==> src/rtl/alu_exec_stage.sv <==
// Execute stage of the multicycle MIPS datapath: operand latch, ALU / iterative multiply, regfile writeback.
// Optional multiplier hardware is enabled by defining ALU_MUL_EN; otherwise op 110 behaves as NOP.
module alu_exec_stage #(
    parameter int unsigned WIDTH = 32,
    parameter int unsigned ADR_W = 5
) (
    input  logic             clk,
    input  logic             rst,
    input  logic             start,
    input  logic [2:0]       op,
    input  logic [ADR_W-1:0] dest_adr,
    input  logic [WIDTH-1:0] data_from_A,
    input  logic [WIDTH-1:0] data_from_B,
    output logic             busy,
    output logic             done,
    output logic             write,
    output logic [ADR_W-1:0] Adr_register_to_save,
    output logic [WIDTH-1:0] data_to_regfile,
    output logic             zero,
    output logic             overflow
);

    localparam int unsigned SH_W  = $clog2(WIDTH);
`ifdef ALU_MUL_EN
    localparam int unsigned CNT_W = $clog2(WIDTH);
`endif

    typedef enum logic [2:0] {
        OP_ADD = 3'b000,
        OP_SUB = 3'b001,
        OP_AND = 3'b010,
        OP_OR  = 3'b011,
        OP_SLT = 3'b100,
        OP_SLL = 3'b101,
        OP_MUL = 3'b110,
        OP_NOP = 3'b111
    } op_e;

`ifdef ALU_MUL_EN
    typedef enum logic [1:0] {
        S_IDLE = 2'd0,
        S_EXEC = 2'd1,
        S_MUL  = 2'd2,
        S_WB   = 2'd3
    } state_e;
`else
    typedef enum logic [1:0] {
        S_IDLE = 2'd0,
        S_EXEC = 2'd1,
        S_WB   = 2'd3
    } state_e;
`endif

    state_e             state_q, state_d;
    logic [WIDTH-1:0]   a_q, a_d;
    logic [WIDTH-1:0]   b_q, b_d;
    op_e                op_q, op_d;
    logic [ADR_W-1:0]   dest_q, dest_d;
    logic               busy_q, busy_d;
    logic               done_q, done_d;
    logic               write_q, write_d;
    logic [ADR_W-1:0]   adr_q, adr_d;
    logic [WIDTH-1:0]   data_q, data_d;
    logic               zero_q, zero_d;
    logic               ovf_q, ovf_d;
`ifdef ALU_MUL_EN
    logic [WIDTH-1:0]   acc_q, acc_d;
    logic [CNT_W-1:0]   cnt_q, cnt_d;
`endif

    logic [WIDTH-1:0]   sum, diff, alu_res, wb_res;
    logic               add_ovf, sub_ovf, alu_ovf, wb_ovf, wb_entry, signed_lt, writes_c;

    // Single-cycle ALU on the latched operands
    always_comb begin
        sum       = a_q + b_q;
        diff      = a_q - b_q;
        add_ovf   = (a_q[WIDTH-1] == b_q[WIDTH-1]) && (sum[WIDTH-1] != a_q[WIDTH-1]);
        sub_ovf   = (a_q[WIDTH-1] != b_q[WIDTH-1]) && (diff[WIDTH-1] != a_q[WIDTH-1]);
        signed_lt = $signed(a_q) < $signed(b_q);
        alu_res   = '0;
        alu_ovf   = 1'b0;
        case (op_q)
            OP_ADD: begin alu_res = sum;  alu_ovf = add_ovf; end
            OP_SUB: begin alu_res = diff; alu_ovf = sub_ovf; end
            OP_AND: alu_res = a_q & b_q;
            OP_OR:  alu_res = a_q | b_q;
            OP_SLT: alu_res = WIDTH'(signed_lt);
            OP_SLL: alu_res = a_q << b_q[SH_W-1:0];
            default: alu_res = '0;
        endcase
    end

    // NOP, $zero destination and (without the multiplier) op 110 complete without a write
    always_comb begin
        writes_c = (op_q != OP_NOP) && (dest_q != '0);
`ifndef ALU_MUL_EN
        writes_c = writes_c && (op_q != OP_MUL);
`endif
    end

    // Next-state and registered-output logic
    always_comb begin
        state_d  = state_q;
        a_d      = a_q;
        b_d      = b_q;
        op_d     = op_q;
        dest_d   = dest_q;
        adr_d    = adr_q;
        data_d   = data_q;
        zero_d   = zero_q;
        ovf_d    = ovf_q;
        wb_entry = 1'b0;
        wb_res   = '0;
        wb_ovf   = 1'b0;
`ifdef ALU_MUL_EN
        acc_d    = acc_q;
        cnt_d    = cnt_q;
`endif
        case (state_q)
            S_IDLE: begin
                if (start) begin
                    a_d     = data_from_A;
                    b_d     = data_from_B;
                    op_d    = op_e'(op);
                    dest_d  = dest_adr;
                    state_d = S_EXEC;
`ifdef ALU_MUL_EN
                    if (op_e'(op) == OP_MUL) begin
                        state_d = S_MUL;
                        acc_d   = '0;
                        cnt_d   = '0;
                    end
`endif
                end
            end
            S_EXEC: begin
                state_d  = S_WB;
                wb_entry = 1'b1;
                wb_res   = alu_res;
                wb_ovf   = alu_ovf;
            end
`ifdef ALU_MUL_EN
            // One shift-add partial product per clock; A shifts left, B shifts right
            S_MUL: begin
                acc_d = acc_q + (b_q[0] ? a_q : '0);
                a_d   = a_q << 1;
                b_d   = b_q >> 1;
                cnt_d = cnt_q + CNT_W'(1);
                if (cnt_q == CNT_W'(WIDTH - 1)) begin
                    state_d  = S_WB;
                    wb_entry = 1'b1;
                    wb_res   = acc_d;
                end
            end
`endif
            S_WB: state_d = S_IDLE;
            default: state_d = S_IDLE;
        endcase

        if (wb_entry) begin
            adr_d  = dest_q;
            data_d = wb_res;
            zero_d = (wb_res == '0);
            ovf_d  = wb_ovf;
        end
        busy_d  = (state_d != S_IDLE);
        done_d  = wb_entry;
        write_d = wb_entry && writes_c;
    end

    always_ff @(posedge clk or negedge rst) begin
        if (!rst) begin
            state_q <= S_IDLE;
            a_q     <= '0;
            b_q     <= '0;
            op_q    <= OP_ADD;
            dest_q  <= '0;
            busy_q  <= 1'b0;
            done_q  <= 1'b0;
            write_q <= 1'b0;
            adr_q   <= '0;
            data_q  <= '0;
            zero_q  <= 1'b0;
            ovf_q   <= 1'b0;
`ifdef ALU_MUL_EN
            acc_q   <= '0;
            cnt_q   <= '0;
`endif
        end else begin
            state_q <= state_d;
            a_q     <= a_d;
            b_q     <= b_d;
            op_q    <= op_d;
            dest_q  <= dest_d;
            busy_q  <= busy_d;
            done_q  <= done_d;
            write_q <= write_d;
            adr_q   <= adr_d;
            data_q  <= data_d;
            zero_q  <= zero_d;
            ovf_q   <= ovf_d;
`ifdef ALU_MUL_EN
            acc_q   <= acc_d;
            cnt_q   <= cnt_d;
`endif
        end
    end

    assign busy                 = busy_q;
    assign done                 = done_q;
    assign write                = write_q;
    assign Adr_register_to_save = adr_q;
    assign data_to_regfile      = data_q;
    assign zero                 = zero_q;
    assign overflow             = ovf_q;

endmodule

==> config.mk <==
export PLATFORM = sky130hd
export DESIGN_NAME = alu_exec_stage
export DESIGN_NICKNAME = d
export VERILOG_FILES = /design/src/rtl/alu_exec_stage.sv
export SDC_FILE = /design/constraint.sdc
export NUM_CORES = 1
export LEC_CHECK = 0
export CAP_MARGIN = 20
export CORE_MARGIN = 2
export CORE_UTILIZATION = 52
export CTS_CLUSTER_DIAMETER = 150
export DETAILED_ROUTE_END_ITERATION = 16
export MAX_ROUTING_LAYER = met4
export PLACE_DENSITY = 0.82
export SYNTH_ARGS = -nofsm -noshare
export SYNTH_HDL_FRONTEND = slang
export SYNTH_SLANG_ARGS = --single-unit
==> constraint.sdc <==
create_clock -name clk -period 6.4 [get_ports clk]
set_clock_uncertainty 0.05 [all_clocks]
set_input_delay 0.64 -clock clk [delete_from_list [all_inputs] [get_ports clk]]
set_output_delay 0.64 -clock clk [all_outputs]
set_load 0.02 [all_outputs]
==> impl_metrics.json <==
{
  "grt_pass1_wl_um": 70800,
  "fmax_mhz": 212,
  "drt_first_pass_iters": 6,
  "finalCriticalPeriod_ns": 4.73,
  "final_cell_mix": "nand2_1, o21ai_0, clkdlybuf4s50_1",
  "seq_area_frac_synth": 0.248,
  "tns_ns": 0,
  "status": "finished clean",
  "worst_setup_path_end_kind": "flip-flop",
  "setup_viol": 0,
  "synthCells": 1463,
  "yosys.area_share.simple": 0.180,
  "critPathTopFamily": "simple AND/OR/NAND/NOR gates",
  "drcViolationCount": 0,
  "cts_sinks": 115,
  "multi_input_area_um2": 7950,
  "crit_arrival_ns": 5.02,
  "syn_area_um2": 11600,
  "ys_types": 85,
  "vias": 12086,
  "drv_cap": 0,
  "hp-class": "in2async",
  "synth_nets": 1644,
  "wirelength_um": 46300,
  "cts_max_level": 4,
  "cp.required_ns": 6.69,
  "relSlewSlack": 0.388,
  "grt_overflow": 0,
  "fin_nets": 1700,
  "grt_max_degree": 90,
  "rsz0062_at_grt": "false",
  "startpoint_type": "flip-flop",
  "antenna_found_initial": 2,
  "crit_buf_inv": 1,
  "regArea_um2": 2880,
  "hpwl_um": 35800,
  "vias_per_cell": 6.67,
  "fin_crit_sh": 0.739,
  "ctsRootBufferMaster": "clkbuf_16",
  "max_stage_delay_ns": 0.62,
  "top_level_ports": 117,
  "synth_edf_count": 0,
  "fill_cells": 1950,
  "grt_pass1_vias": 11448,
  "synth_mux_area_frac": 0.108,
  "wl_per_cell_um": 25.5,
  "synth_top_family_by_area": "compound AO/OA/AOI/OAI gates",
  "async_reset_ff_frac": 1.00,
  "rows": 54,
  "synth.yosys.warnings": 0,
  "worstMarginPinSlew_ns": 0.910,
  "die-area_um2": 23500,
  "insertion_delay_ns": 0.44,
  "ys.flop_type": "dfrtp_1",
  "final_max_slew_viol_count": 0,
  "clkSlewWorstSetupHoldPaths_ns": 0.06,
  "ys_ff_latch": 115,
  "synthAdderAreaFrac": 0.116,
  "coreArea_um2": 21800,
  "start_util": 0.531,
  "crit_type": "reg2reg",
  "cp_max_fo": 11,
  "drive_above_1_share": 0.0816,
  "cts_made_buffers": 17,
  "synth.avg_cell_area_um2": 7.92,
  "grt_usage": 0.405,
  "io_buffers": 116,
  "synth-xor-area-share": 0.0159,
  "cts_tree": "built",
  "post-cts-setup-buffers": 0,
  "gp_congestion": 1.07,
  "postRouteAntennaNets": 0,
  "die_h_um": 153,
  "finalHoldViolations": 0,
  "ctsHoldBuffers": 0,
  "area_growth_pct": 16.0,
  "first_iter_violations": 1621,
  "synth-compound-area-share": 0.265,
  "max-clock-path-buffers": 2,
  "cp_slowest_cell": "dfrtp_1",
  "path_cells": "inv_1, ha_1, and2_1, a221o_1, o211a_1, nor4_1, nor3_1, mux2_2, o31ai_1, nand3_1, nor4_2, nand4_1, o31ai_2",
  "cts.repair.resized": 0,
  "die_w_um": 153,
  "final_common_cell": "nand2_1"
}
## worst paths after layout
check,startpoint,endpoint,slack (ns),cells after the start
worst max-delay path,b_q[4]$_DFFE_PN0P_,zero$_DFFE_PN0P_,1.67,13
worst min-delay path,rst,a_q[29]$_DFFE_PN0P_,0.13,1
worst max register to register,b_q[4]$_DFFE_PN0P_,zero$_DFFE_PN0P_,1.67,13
worst min register to register,Adr_register_to_save[4]$_DFFE_PN0P_,Adr_register_to_save[4]$_DFFE_PN0P_,0.42,2
max in group asynchronous,rst,b_q[0]$_DFFE_PN0P_,4.79,2
min in group clk,Adr_register_to_save[4]$_DFFE_PN0P_,Adr_register_to_save[4]$_DFFE_PN0P_,0.42,2
## cell usage after synthesis (7+ instances only)
cell	instances	area share
clkbuf_1	81	0.026
o31ai_1	27	0.017
mux2i_1	42	0.036
o31a_1	8	0.0060
buf_1	9	0.0029
a22oi_1	7	0.0045
nand2b_1	10	0.0054
nor4_1	16	0.0086
a21oi_1	103	0.044
a21o_1	20	0.013
o211ai_1	16	0.010
dfrtp_1	115	0.25
nand2_1	205	0.066
o41ai_1	7	0.0053
and3_1	10	0.0054
mux4_2	25	0.049
o221ai_1	9	0.0068
a211oi_1	27	0.017
o21ai_0	130	0.056
nand4_1	14	0.0076
ha_1	104	0.11
mux2_2	24	0.023
buf_2	9	0.0039
a22o_1	11	0.0083
xnor2_1	19	0.014
inv_1	97	0.031
nor2b_1	9	0.0049
nor2_1	103	0.033
nor3_1	28	0.012
a31oi_1	16	0.0086
nand3_1	30	0.013
o22ai_1	15	0.0081
## final cells by class
cell class                 instances  area share
multi-input combinational       1145       0.591
sequential                       115       0.214
timing repair buffer             138      0.0983
clock buffer                      19      0.0330
inverter                         102      0.0285
tap                              280      0.0261
clock inverter                    12     0.00801
antenna                            2    0.000372
## stage by stage
step | hold WS, ns | area [um2] | setup WS [ns] | cells | utilization
floorplan | 0.294 | 11600 | 2.05 | 1463 | -
global placement | 0.408 | 12900 | 1.96 | 1779 | 0.590
detailed placement | 0.413 | 12900 | 1.85 | 1780 | 0.590
CTS | 0.160 | 13400 | 1.85 | 1811 | 0.615
global route | 0.192 | 13400 | 1.62 | 1813 | 0.616
finish | 0.126 | 13400 | 1.67 | 1813 | 0.616
## worst register-to-register path: stages, from the launching register on
cell and delay (ns):
dfrtp_1 0.62, inv_1 0.31, ha_1 0.48, and2_1 0.20
a221o_1 0.35, o211a_1 0.29, nor4_1 0.56, nor3_1 0.20
mux2_2 0.32, o31ai_1 0.43, nand3_1 0.17, nor4_2 0.26
nand4_1 0.15, o31ai_2 0.25
## state kept, by name, indices dropped and copies added (netlist names)
name / count
a_q: 32
b_q: 32
data_to_regfile: 32
Adr_register_to_save: 5
dest_q: 5
op_q: 3
busy: 1
done: 1
overflow: 1
state_q: 1
write: 1
zero: 1
## cells by family (layout without fill, tap and decap cells)
| family | Yosys count | after routing |
|---|---|---|
| DFF | 115 | 115 |
| xor gates and xnor gates | 21 | 21 |
| and+or+nand+nor | 459 | 459 |
| muxes | 91 | 91 |
| adders and majority gates | 106 | 106 |
| buffers and inverters | 203 | 271 |
| AOI/OAI and AO/OA | 468 | 468 |
| other | 0 | 2 |
## layer usage
metal / up-vias / GRT usage / wire length (um)
li1: 5404 / - / -
met1: 5847 / 0.578 / 20500
met2: 739 / 0.570 / 19400
met3: 96 / 0.102 / 5170
met4: 0 / 0.107 / 1240
met5: - / - / 0
Power is left out: the tool's default activity adds up to more than one toggle a clock period on the data nets, which glitch-free logic cannot reach.
